===== src/rtl/gpio_bank_pkg.sv =====
// Shared constants and helpers for the multi-port GPIO bank.
package gpio_bank_pkg;

  // Register offsets inside one port's four-address window
  localparam int REG_DATA      = 0;
  localparam int REG_DIR       = 1;
  localparam int REG_EVENT     = 2;
  localparam int REG_EDGEEN    = 3;
  localparam int REGS_PER_PORT = 4;

  // Edge capture modes
  localparam int EDGE_RISE = 0;
  localparam int EDGE_FALL = 1;
  localparam int EDGE_BOTH = 2;

  // Width of the IO bus data and address vectors
  localparam int BUS_WIDTH = 16;

  // Picks which of the detected transitions counts as an event for the mode
  function automatic logic edge_hit(input logic rise, input logic fall, input int mode);
    logic hit;
    case (mode)
      EDGE_RISE: hit = rise;
      EDGE_FALL: hit = fall;
      default:   hit = rise | fall;
    endcase
    return hit;
  endfunction

endpackage


===== src/rtl/gpio_bank_port.sv =====
// One GPIO port: input synchroniser, edge detection, the four port
// registers and the local read mux. Selects arrive already decoded.
module gpio_port
  import gpio_bank_pkg::*;
#(
  parameter int WIDTH       = 8,
  parameter int SYNC_STAGES = 2,
  parameter int EDGE_MODE   = EDGE_BOTH,
  parameter bit RESET_DIR   = 1'b0
) (
  input  logic                     clk,
  input  logic                     resetq,
  input  logic                     write_enable,
  input  logic [REGS_PER_PORT-1:0] reg_sel,
  input  logic [WIDTH-1:0]         write_data,
  input  logic [WIDTH-1:0]         pin_in,
  output logic [WIDTH-1:0]         read_data,
  output logic [WIDTH-1:0]         pin_out,
  output logic [WIDTH-1:0]         pin_oe,
  output logic                     event_any
);

  logic [SYNC_STAGES-1:0][WIDTH-1:0] sync_q, sync_d;
  logic [WIDTH-1:0] prev_q, prev_d;
  logic [WIDTH-1:0] out_q, out_d;
  logic [WIDTH-1:0] dir_q, dir_d;
  logic [WIDTH-1:0] event_q, event_d;
  logic [WIDTH-1:0] edgeen_q, edgeen_d;
  logic [WIDTH-1:0] sync_val;
  logic [WIDTH-1:0] edge_seen;
  logic [REGS_PER_PORT-1:0] reg_wr;

  assign reg_wr   = {REGS_PER_PORT{write_enable}} & reg_sel;
  assign sync_val = sync_q[SYNC_STAGES-1];

  // Shift the raw pads through the synchroniser and remember last cycle's value
  always_comb begin
    sync_d = {sync_q[SYNC_STAGES-2:0], pin_in};
    prev_d = sync_val;
  end

  // Per-pin transition detect on the synchronised value, filtered by edge mode
  always_comb begin
    edge_seen = '0;
    for (int i = 0; i < WIDTH; i++) begin
      edge_seen[i] = edge_hit(sync_val[i] & ~prev_q[i], ~sync_val[i] & prev_q[i], EDGE_MODE);
    end
  end

  // Register next-state: plain writes, W1C on events with a new edge taking priority
  always_comb begin
    out_d    = out_q;
    dir_d    = dir_q;
    edgeen_d = edgeen_q;
    if (reg_wr[REG_DATA]) begin
      out_d = write_data;
    end
    if (reg_wr[REG_DIR]) begin
      dir_d = write_data;
    end
    if (reg_wr[REG_EDGEEN]) begin
      edgeen_d = write_data;
    end
    event_d = (event_q & ~(write_data & {WIDTH{reg_wr[REG_EVENT]}})) | (edge_seen & edgeen_q);
  end

  // State flops; reset puts every register and the input history back to idle at once
  always_ff @(posedge clk or negedge resetq) begin
    if (!resetq) begin
      sync_q   <= '0;
      prev_q   <= '0;
      out_q    <= '0;
      dir_q    <= {WIDTH{RESET_DIR}};
      event_q  <= '0;
      edgeen_q <= '0;
    end else begin
      sync_q   <= sync_d;
      prev_q   <= prev_d;
      out_q    <= out_d;
      dir_q    <= dir_d;
      event_q  <= event_d;
      edgeen_q <= edgeen_d;
    end
  end

  // Local read mux; DATA returns the pad (synchronised), several selects OR together
  always_comb begin
    read_data = '0;
    if (reg_sel[REG_DATA]) begin
      read_data = read_data | sync_val;
    end
    if (reg_sel[REG_DIR]) begin
      read_data = read_data | dir_q;
    end
    if (reg_sel[REG_EVENT]) begin
      read_data = read_data | event_q;
    end
    if (reg_sel[REG_EDGEEN]) begin
      read_data = read_data | edgeen_q;
    end
  end

  assign pin_out   = out_q;
  assign pin_oe    = dir_q;
  assign event_any = |event_q;

endmodule


===== src/rtl/gpio_bank.sv =====
// Multi-port GPIO peripheral on the one-hot IO bus. Slices the address
// into per-port register selects, ORs read data and interrupt flags.
// Bus vectors are [0:15]: element 15 is the numeric LSB, which is pin 0.
module gpio_bank
  import gpio_bank_pkg::*;
#(
  parameter int NPORTS      = 2,
  parameter int WIDTH       = 8,
  parameter int BASE_BIT    = 0,
  parameter int SYNC_STAGES = 2,
  parameter int EDGE_MODE   = EDGE_BOTH,
  parameter bit RESET_DIR   = 1'b0
) (
  input  logic                    clk,
  input  logic                    resetq,
  input  logic                    io_write_enable,
  input  logic                    io_read_enable,
  input  logic [0:15]             io_address,
  input  logic [0:15]             io_write_data,
  output logic [0:15]             io_read_data,
  input  logic [NPORTS*WIDTH-1:0] pin_in,
  output logic [NPORTS*WIDTH-1:0] pin_out,
  output logic [NPORTS*WIDTH-1:0] pin_oe,
  output logic                    irq,
  output logic [NPORTS-1:0]       irq_port
);

  if (NPORTS < 1 || NPORTS > 4) begin : g_bad_nports
    $error("gpio_bank: NPORTS must be 1..4");
  end
  if (WIDTH < 1 || WIDTH > 16) begin : g_bad_width
    $error("gpio_bank: WIDTH must be 1..16");
  end
  if (BASE_BIT < 0 || BASE_BIT + REGS_PER_PORT * NPORTS > BUS_WIDTH) begin : g_bad_base
    $error("gpio_bank: BASE_BIT + 4*NPORTS must not exceed 16");
  end
  if (SYNC_STAGES < 2 || SYNC_STAGES > 3) begin : g_bad_sync
    $error("gpio_bank: SYNC_STAGES must be 2..3");
  end
  if (EDGE_MODE < EDGE_RISE || EDGE_MODE > EDGE_BOTH) begin : g_bad_edge
    $error("gpio_bank: EDGE_MODE must be 0..2");
  end

  logic [BUS_WIDTH-1:0] wdata_num;
  logic [BUS_WIDTH-1:0] rdata_num;
  logic [WIDTH-1:0]     port_rdata [NPORTS];
  logic                 unused_bus;

  // Numeric view of the bus data: bit k is pin k
  assign wdata_num = io_write_data;

  // Reads have no side effects, so the read strobe and unowned bits are not needed
  assign unused_bus = ^{io_read_enable, io_address, wdata_num};

  for (genvar p = 0; p < NPORTS; p++) begin : g_port
    logic [REGS_PER_PORT-1:0] reg_sel;

    // Pick this port's four one-hot address bits
    always_comb begin
      reg_sel = '0;
      for (int r = 0; r < REGS_PER_PORT; r++) begin
        reg_sel[r] = io_address[BASE_BIT + REGS_PER_PORT * p + r];
      end
    end

    gpio_port #(
      .WIDTH      (WIDTH),
      .SYNC_STAGES(SYNC_STAGES),
      .EDGE_MODE  (EDGE_MODE),
      .RESET_DIR  (RESET_DIR)
    ) u_port (
      .clk         (clk),
      .resetq      (resetq),
      .write_enable(io_write_enable),
      .reg_sel     (reg_sel),
      .write_data  (wdata_num[WIDTH-1:0]),
      .pin_in      (pin_in[p*WIDTH +: WIDTH]),
      .read_data   (port_rdata[p]),
      .pin_out     (pin_out[p*WIDTH +: WIDTH]),
      .pin_oe      (pin_oe[p*WIDTH +: WIDTH]),
      .event_any   (irq_port[p])
    );
  end

  // OR every port's read data onto the low bits; unused high bits stay zero
  always_comb begin
    rdata_num = '0;
    for (int p = 0; p < NPORTS; p++) begin
      rdata_num[WIDTH-1:0] = rdata_num[WIDTH-1:0] | port_rdata[p];
    end
  end

  assign io_read_data = rdata_num;
  assign irq          = |irq_port;

endmodule


===== config.mk =====
export PLATFORM = sky130hd
export DESIGN_NAME = gpio_bank
export DESIGN_NICKNAME = d
export VERILOG_FILES = /design/src/rtl/gpio_bank_pkg.sv /design/src/rtl/gpio_bank_port.sv /design/src/rtl/gpio_bank.sv
export SDC_FILE = /design/constraint.sdc
export NUM_CORES = 1
export LEC_CHECK = 0
export ABC_CLOCK_PERIOD_IN_PS = 2150
export CORE_MARGIN = 2
export CORE_UTILIZATION = 53
export DETAILED_ROUTE_END_ITERATION = 10
export PLACE_DENSITY_LB_ADDON = 0.25
export RECOVER_POWER = 50
export SLEW_MARGIN = 20
export SYNTH_ARGS = -nofsm -noshare
export SYNTH_HDL_FRONTEND = slang
export SYNTH_SLANG_ARGS = --single-unit
export TNS_END_PERCENT = 20

===== constraint.sdc =====
create_clock -name clk -period 2.15 [get_ports clk]
set_clock_uncertainty 0.05 [all_clocks]
set_input_delay 0.5375 -clock clk [delete_from_list [all_inputs] [get_ports clk]]
set_output_delay 0.5375 -clock clk [all_outputs]
set_load 0.02 [all_outputs]

==> flow_metrics.env <==
export IMPL_worst_path_buf_inv=2
export IMPL_critical_path_startpoint_type="flip-flop"
export IMPL_reg2reg_from="g_port[0].u_port.prev_d[6]"
export IMPL_area_growth_syn_to_layout_pct=28.40
export IMPL_grt_setup_unrepaired="yes"
export IMPL_hold_path_cell_count=0
export IMPL_route_detailed_vias_per_inst=5.609
export IMPL_crit_slowest_cell="sky130_fd_sc_hd__dfrtp_1"
export IMPL_nets_final=438
export IMPL_dp_cells=475
export IMPL_postRouteAntennaNets=0
export IMPL_first_global_vias=2933
export IMPL_clkSinkCount=112
export IMPL_power_density_nw_per_um2=839.3
export IMPL_timing_hold_violations_final=0
export IMPL_fraction_of_the_yosys_area_taken_by_sequential_cells_pct=63.80
export IMPL_route_final_wire_length_um=9898
export IMPL_worst_skew_pair_late_latency_ps=380
export IMPL_drive_gt1_share_pct=30.95
export IMPL_min_period_ps=2136
export IMPL_syn_avg_cell_area_um2=15.47
export IMPL_cts_hold_repair_buffers=0
export IMPL_outcome="finished, violations left"
export IMPL_final_min_period_over_clock_period_pct=99.35
export IMPL_finalSetupViolations=0
export IMPL_routed_wire_length_per_instance_um=19.96
export IMPL_synthesis_yosys_warnings=0
export IMPL_maxClockFrequency_mhz=468.1
export IMPL_ff2ff_setup_slack_ps=1190
export IMPL_synth_cell_type_count=17
export IMPL_clk_transition_reported_paths_ps=110
export IMPL_fp_dieH_um=95.04
export IMPL_netlist_area_um2=4393
export IMPL_gpl_final_weighted_congestion=0.8624
export IMPL_drt_pass1_iter_count=4
export IMPL_cts_path_max_buffers=2
export IMPL_power_uw=4734
export IMPL_cp_num_cells=4
export IMPL_leakage_power_uw=0.002479
export IMPL_grt_antenna_before_repair=0
export IMPL_criticalPathCategory="reg2out"
export IMPL_place_port_buffers=77
export IMPL_synthCells=284
export IMPL_ios=103
export IMPL_aggregate_global_route_resource_usage_pct=24.01
export IMPL_die_width_um=95.04
export IMPL_timing_critical_path_arrival_ps=1550
export IMPL_max_slew_margin_pct=-7.004
export IMPL_cp_cell_sequence="nor4_2 -> buf_4 -> nand2_1 -> clkdlybuf4s15_2"
export IMPL_cts_htree_levels=3
export IMPL_grt_remaining_overflow=0
export IMPL_final_max_slew_violation_count=31
export IMPL_start_util_pct=54.01
export IMPL_worst_path_max_fanout=2
export IMPL_core_um2=8134
export IMPL_initialDrtViolationCount=129
export IMPL_count_of_antenna_diodes_in_the_layout=0
export IMPL_worstReg2RegEnd="g_port[0].u_port.event_q[6]"
export IMPL_grt_first_pass_wirelength_um=15850
export IMPL_cts_inserted_buffers=9
export IMPL_ir_worst_vdd_v=0.0005431
export IMPL_most_common_cell_after_layout_fill_and_taps_aside="sky130_fd_sc_hd__dfrtp_1"
export IMPL_n_fill_cell=545
export IMPL_vias=2782
export IMPL_die_area_um2=9033
export IMPL_detail_route_drc_violations=0
export IMPL_crit_path_end="irq_port[0]"
export IMPL_finish_cell_count_without_fillers=496
export IMPL_max_capacitance_violation_count=1
export IMPL_worst_pin_slew_ps=1605
export IMPL_required_ps=1560
export IMPL_floorplan_rows=33
export IMPL_worstHoldPathType="reg2reg"
export IMPL_violations="capacitance limit, slew limit"
export IMPL_cpPeakStageDelay_ps=410
export IMPL_final_cell_mix="sky130_fd_sc_hd__dfrtp_1, sky130_fd_sc_hd__clkdlybuf4s50_1, sky130_fd_sc_hd__mux2_4"
export IMPL_grt_max_degree=52
export IMPL_critical_path_top_delay_family="buffers and inverters"
export IMPL_cts_root_buf="sky130_fd_sc_hd__clkbuf_8"
export IMPL_timing_setup_tns_ps=0
export IMPL_worstSetupStartpoint="g_port[0].u_port.event_q[2]"
export IMPL_yosys_register_bits=112
export IMPL_place_hpwl_um=6624
export IMPL_critical_path_endpoint_type="primary output"
export IMPL_ff2ff_path_depth=2
export IMPL_tritoncts_clock_tree="built"
[sequential cells by signal, indices dropped and copies added, names as in the netlist]
register and flops:
g_port.u_port.prev_q 16, g_port.u_port.prev_d 16, g_port.u_port.event_q 16, g_port.u_port.sync_d 16
g_port.u_port.pin_out 16, g_port.u_port.edgeen_q 16, g_port.u_port.pin_oe 16
[synth_stat cells]
cell type	n	share of area, %
sky130_fd_sc_hd__nand2_8	4	1.8
sky130_fd_sc_hd__nor4_1	4	0.57
sky130_fd_sc_hd__buf_6	1	0.26
sky130_fd_sc_hd__dfrtp_1	112	64
sky130_fd_sc_hd__mux2_2	16	4.1
sky130_fd_sc_hd__a22oi_1	32	5.5
sky130_fd_sc_hd__clkbuf_1	2	0.17
sky130_fd_sc_hd__xor2_1	16	3.2
sky130_fd_sc_hd__nand2_1	2	0.17
sky130_fd_sc_hd__nand2_2	2	0.28
sky130_fd_sc_hd__buf_2	7	0.80
sky130_fd_sc_hd__a22o_1	16	3.2
sky130_fd_sc_hd__conb_1	1	0.085
sky130_fd_sc_hd__mux2_4	32	11
sky130_fd_sc_hd__nand4_1	9	1.3
sky130_fd_sc_hd__nand3_1	16	1.8
sky130_fd_sc_hd__buf_4	12	2.1
[layer usage]
layer,wire length (um),global-route usage (%)
met5,0,0
met4,125,8.213
met3,727,6.166
met2,4923,37.41
met1,4122,33.14
[kinds of logic (layout without fill, tap and decap cells)]
family,after synthesis,after routing,synth area share [%]
AO/OA/AOI/OAI,48,48,8.658
XOR/XNOR,16,16,3.190
buffers and inverters,22,122,3.275
flip-flops,112,112,63.80
multiplexers,48,48,15.04
other,1,8,0.08536
AND/OR/NAND/NOR,37,37,5.953
[worst min-delay path by stage]
stage / slack, ps / startpoint / end
final: 310 / g_port[0].u_port.sync_d[10] / g_port[0].u_port.prev_d[2]
after global routing: 320 / g_port[0].u_port.sync_d[9] / g_port[0].u_port.prev_d[1]
after CTS: 30 / resetq / g_port[1].u_port.prev_d[6]
after detailed placement: 280 / g_port[0].u_port.sync_d[10] / g_port[0].u_port.prev_d[2]
after global placement: 280 / g_port[0].u_port.sync_d[8] / g_port[0].u_port.prev_d[0]
after floorplan: 190 / resetq / g_port[0].u_port.edgeen_q[0]
[timing repair]
action,CTS,global route
setup endpoints to repair,11,3
setup buffers,1,1
pin swaps,3,1
cloned,3,0
gates resized for setup,69,2
[cell type report]
class                      instances  area (um2)  area share, %
timing repair buffer             106       984.7          17.46
multi-input combinational        157        1533          27.17
tap                              105       131.4          2.329
clock buffer                       9       123.9          2.196
sequential                       112        2803          49.69
clock inverter                     7       65.06          1.154
[metrics by stage]
stage | utilization [%] | area (um2) | setup slack [ps] | hold slack, ps
6_report | 69.34 | 5640 | 13.90 | 308.4
5_1_grt | 69.34 | 5640 | -51.04 | 316.4
4_1_cts | 69.44 | 5648 | -37.60 | 31.05
3_5_place_dp | 66.45 | 5405 | -538.1 | 284.7
3_3_place_gp | 66.45 | 5405 | -496.2 | 282.6
2_1_floorplan | - | 4419 | 296.2 | 191.9
[power breakdown]
part | leakage [uW] | total, uW | switching [uW] | internal, uW
logic | 0.00110 | 988 | 447 | 540
clock network | 0.0000934 | 1200 | 752 | 446
registers | 0.00129 | 2550 | 202 | 2350
[worst register-to-register path, delay by kind of cell (launching register included)]
kind,cells,cell delay (ps)
DFF,1,460
xor gates and xnor gates,1,170
AOI/OAI and AO/OA,1,190
(Power assumes the default switching activity.)
==> RTL change 1, RTL diff (config.mk and constraints unchanged) <==
The parameter `NPORTS` goes from 2 to 4.
--- a/src/rtl/gpio_bank.sv
+++ b/src/rtl/gpio_bank.sv
@@ -4,7 +4,7 @@
 module gpio_bank
   import gpio_bank_pkg::*;
 #(
-  parameter int NPORTS      = 2,
+  parameter int NPORTS      = 4,
   parameter int WIDTH       = 8,
   parameter int BASE_BIT    = 0,
   parameter int SYNC_STAGES = 2,
Interface: changed (resized irq_port, pin_in, pin_oe and pin_out); port bits go from 103 to 153. The function was not compared with the original's and may differ.
==> RTL change 1 against the original RTL <==
The flow finishes with violations (negative setup slack); final area rose by 110%; synthesized area rose by 90%; core utilization rose by 8.6 points; sequential cell count rose by 112; worst setup slack got worse by 620 ps; total power rose by 140%; combinational power rose by 120%; largest power group unchanged; wire length rose by 130%; highest routed layer unchanged.
==> RTL change 1: results (changes against the original RTL) <==
library cells used by synthesis=15 (-2); Final setup viols=16 (+16); Place WS=-996 ps (-458 ps); clock power share=0.355 (+0.102); clock latency on the worst-skew pair=500 ps (+120 ps); Fillers=986 (+81%); outcome=complete, but fails checks; r2r setup slk=1090 ps (-100 ps); Post-Synth XOR/XNOR Area=0.0336 (+0.00170); max incr delay on CP=500 ps (+90 ps); initial drt markers=367 (+180%); Leak Pwr=5.33 nW (+120%); worst-margin pin slew=1360 ps (-245 ps); CTS root buf=clkbuf_16; IO buf count=135 (+75%); vias in the first global route=6401 (+120%); largest net degree at the start of global routing=62 (+19%); H-tree depth=1 (-2); CP delay by family, top=simple AND/OR/NAND/NOR gates; Vias/cell=5.47 (-2.4%); Final WS setup=-610 ps (-624 ps); violated checks=negative setup slack; Met3 Routed Length=1410 µm (+94%); Die X=129 µm (+36%); TritonCTS buffer count=23 (+14); GP Congestion=0.885 (+2.6%); Post-DP Area=0.0109 mm² (+100%); CP max-delay cell=or4_4; Reg clk slew, reported paths=60 ps (-50 ps)
-- RTL change 1: changes by cell type after synthesis, sizes merged, moves of 16 or more --
cell / before / now
nand2: 8 / 48
dfrtp: 112 / 224
nand3: 16 / 0
a221oi: 0 / 32
clkbuf: 2 / 21
mux2: 48 / 96
xor2: 16 / 32
a22oi: 32 / 0
a22o: 16 / 64
-- RTL change 1: metal layers --
metal,global-route usage,up-vias
li1,-,2613
met1,0.399,2984
met2,0.464,209
met3,0.0471,51
met4,0.101,0
met5,0,-
-- RTL change 1: worst paths after layout --
check	start	to
min reg2reg	g_port[1].u_port.sync_d[14]	g_port[1].u_port.prev_d[6]
min	g_port[1].u_port.sync_d[14]	g_port[1].u_port.prev_d[6]
max	g_port[0].u_port.event_q[7]	irq
max reg2reg	g_port[2].u_port.prev_d[0]	g_port[2].u_port.event_q[0]
min in group asynchronous	resetq	g_port[3].u_port.pin_out[0]
max in group asynchronous	resetq	g_port[2].u_port.pin_oe[5]
-- RTL change 1: what timing repair did --
item | CTS | global route
pin swaps | 13 | 5
gates cloned | 4 | 0
hold buffers | 1 | 0
endpoints found under the hold margin | 48 | 0
gates resized for setup | 138 | 18
setup endpoints to repair | 31 | 18
setup buffers | 7 | 0
-- RTL change 1: layout make-up --
cell class,count,share of cell area
Clock buffer,34,0.0559
Sequential cell,224,0.470
Tap cell,211,0.0221
Timing Repair Buffer,293,0.212
Multi-Input combinational cell,301,0.233
Clock inverter,7,0.00745
-- RTL change 1: stage by stage --
stage | std cells | total power (W) | TNS, ps
6_report | 1070 | 0.0112 | -3730
2_1_floorplan | 567 | 0.00593 | 0
3_3_place_gp | 1019 | 0.00716 | -8760
4_1_cts | 1070 | 0.0113 | -3930
3_5_place_dp | 1019 | 0.00723 | -8830
5_1_grt | 1070 | 0.0117 | -9780
==> RTL change 2, RTL diff (same settings) <==
Made on the original files. Reset style: synchronous (`resetq`), changed in one clocked block.
--- a/src/rtl/gpio_bank_port.sv
+++ b/src/rtl/gpio_bank_port.sv
@@ -65,7 +65,7 @@
   end
 
   // State flops; reset puts every register and the input history back to idle at once
-  always_ff @(posedge clk or negedge resetq) begin
+  always_ff @(posedge clk) begin
     if (!resetq) begin
       sync_q   <= '0;
       prev_q   <= '0;
Formal check against the unedited RTL: differs if resetq is asserted again (counterexample within 4 cycles, from zero or initial values and one cycle with resetq low); with resetq held inactive, the same outputs for 10 cycles.
==> RTL change 2 against the original RTL <==
Wire length rose by 22%; synthesized area rose by 4.6%; total power fell by 12%; sequential power fell by 13%; sequential cell count did not move; worst hold slack improved by 81 ps; via count rose by 40%; worst setup slack got worse by 9.8 ps; final area rose by 2.0%; maximum frequency fell by 0.46%; largest cell class unchanged; largest power group unchanged; highest routed layer unchanged.
==> RTL change 2: results (changes against the original RTL) <==
# nets final=615 (+40%); outcome=finished, final reports clean; first-pass GRT wire length=18800 µm (+19%); GP Congestion=0.931 (+7.9%); CP endpoint=io_read_data[14]; CP Launch Point=io_address[1]; WL met1=5080 µm (+23%); clk pwr=0.00131 W (+9%); Reg2Reg Capture Point=g_port[0].u_port.pin_oe[5]; Leak Pwr=2.21 nW (-11%); post-synthesis sequential area ratio=0.488 (-0.150); library cells used by synthesis=20 (+3); VDD IR max=0.505 mV (-7.0%); max incr delay on CP=290 ps (-120 ps); Hold EP=g_port[0].u_port.prev_d[5]; top post-synthesis cells by area=dfxtp_1 (49%), and2_1 (6.5%), a21bo_1 (5.2%), a21bo_2 (5.2%), a21oi_1 (5.2%); Max FO, Critical Path=5 (+3); asr flop ratio synth=0 (-1.00); synth cell count leaders=dfxtp_1 (112), a21oi_1 (48), and2_1 (48), nand3_1 (48), nand2_1 (34); slew margin rel.=0.345 (+0.415); largest net degree at the start of global routing=55 (+5.8%); hold depth=1 (+1); initial drt markers=242 (+88%); worst hold slack=389 ps (+81.0 ps); Net Sw Power=0.00111 W (-20%); layout cell share with drive strength beyond 1=0.164 (-0.146); Place WS=-518 ps (+19.8 ps); worst r2r src=g_port[0].u_port.pin_oe[5]; CTS-repair resized insts=62 (-10%); vias in the first global route=3652 (+25%); Met3 Routed Length=850 µm (+17%); first-pass iteration count of the detailed router=5 (+1); Post-DP Area=0.00549 mm² (+1.5%); Sw Ratio=0.269 (-0.0272); Fillers=677 (+24%); sequential power share=0.534 (-0.004); CP max-delay cell=dlygate4sd2_1; main flop type after synthesis=dfxtp_1
-- RTL change 2: cell count changes after synthesis, sizes merged, moves of 22 or more --
cell	unedited run	this run
mux2	48	0
dfxtp	0	112
nand2	8	34
a21bo	0	48
and2	0	48
nand3	16	48
buf	20	42
a21oi	0	48
dfrtp	112	0
-- RTL change 2: final cells by class --
type,instances,area (µm²),share of cell area
multi-input cells,327,2120,0.369
well taps,105,131,0.0228
inverters,1,3.75,0.000653
flip-flops and latches,112,2240,0.390
clock buffers,10,138,0.0239
clock inverters,6,75.1,0.0131
repair buffers,112,1040,0.181
-- RTL change 2: cell families after synthesis --
family | count (synthesis) | share of synthesized area
AO/OA/AOI/OAI | 144 | 0.231
XOR/XNOR | 16 | 0.0305
AND/OR/NAND/NOR | 159 | 0.185
flip-flops | 112 | 0.488
other | 1 | 0.000816
buffers and inverters | 51 | 0.0646
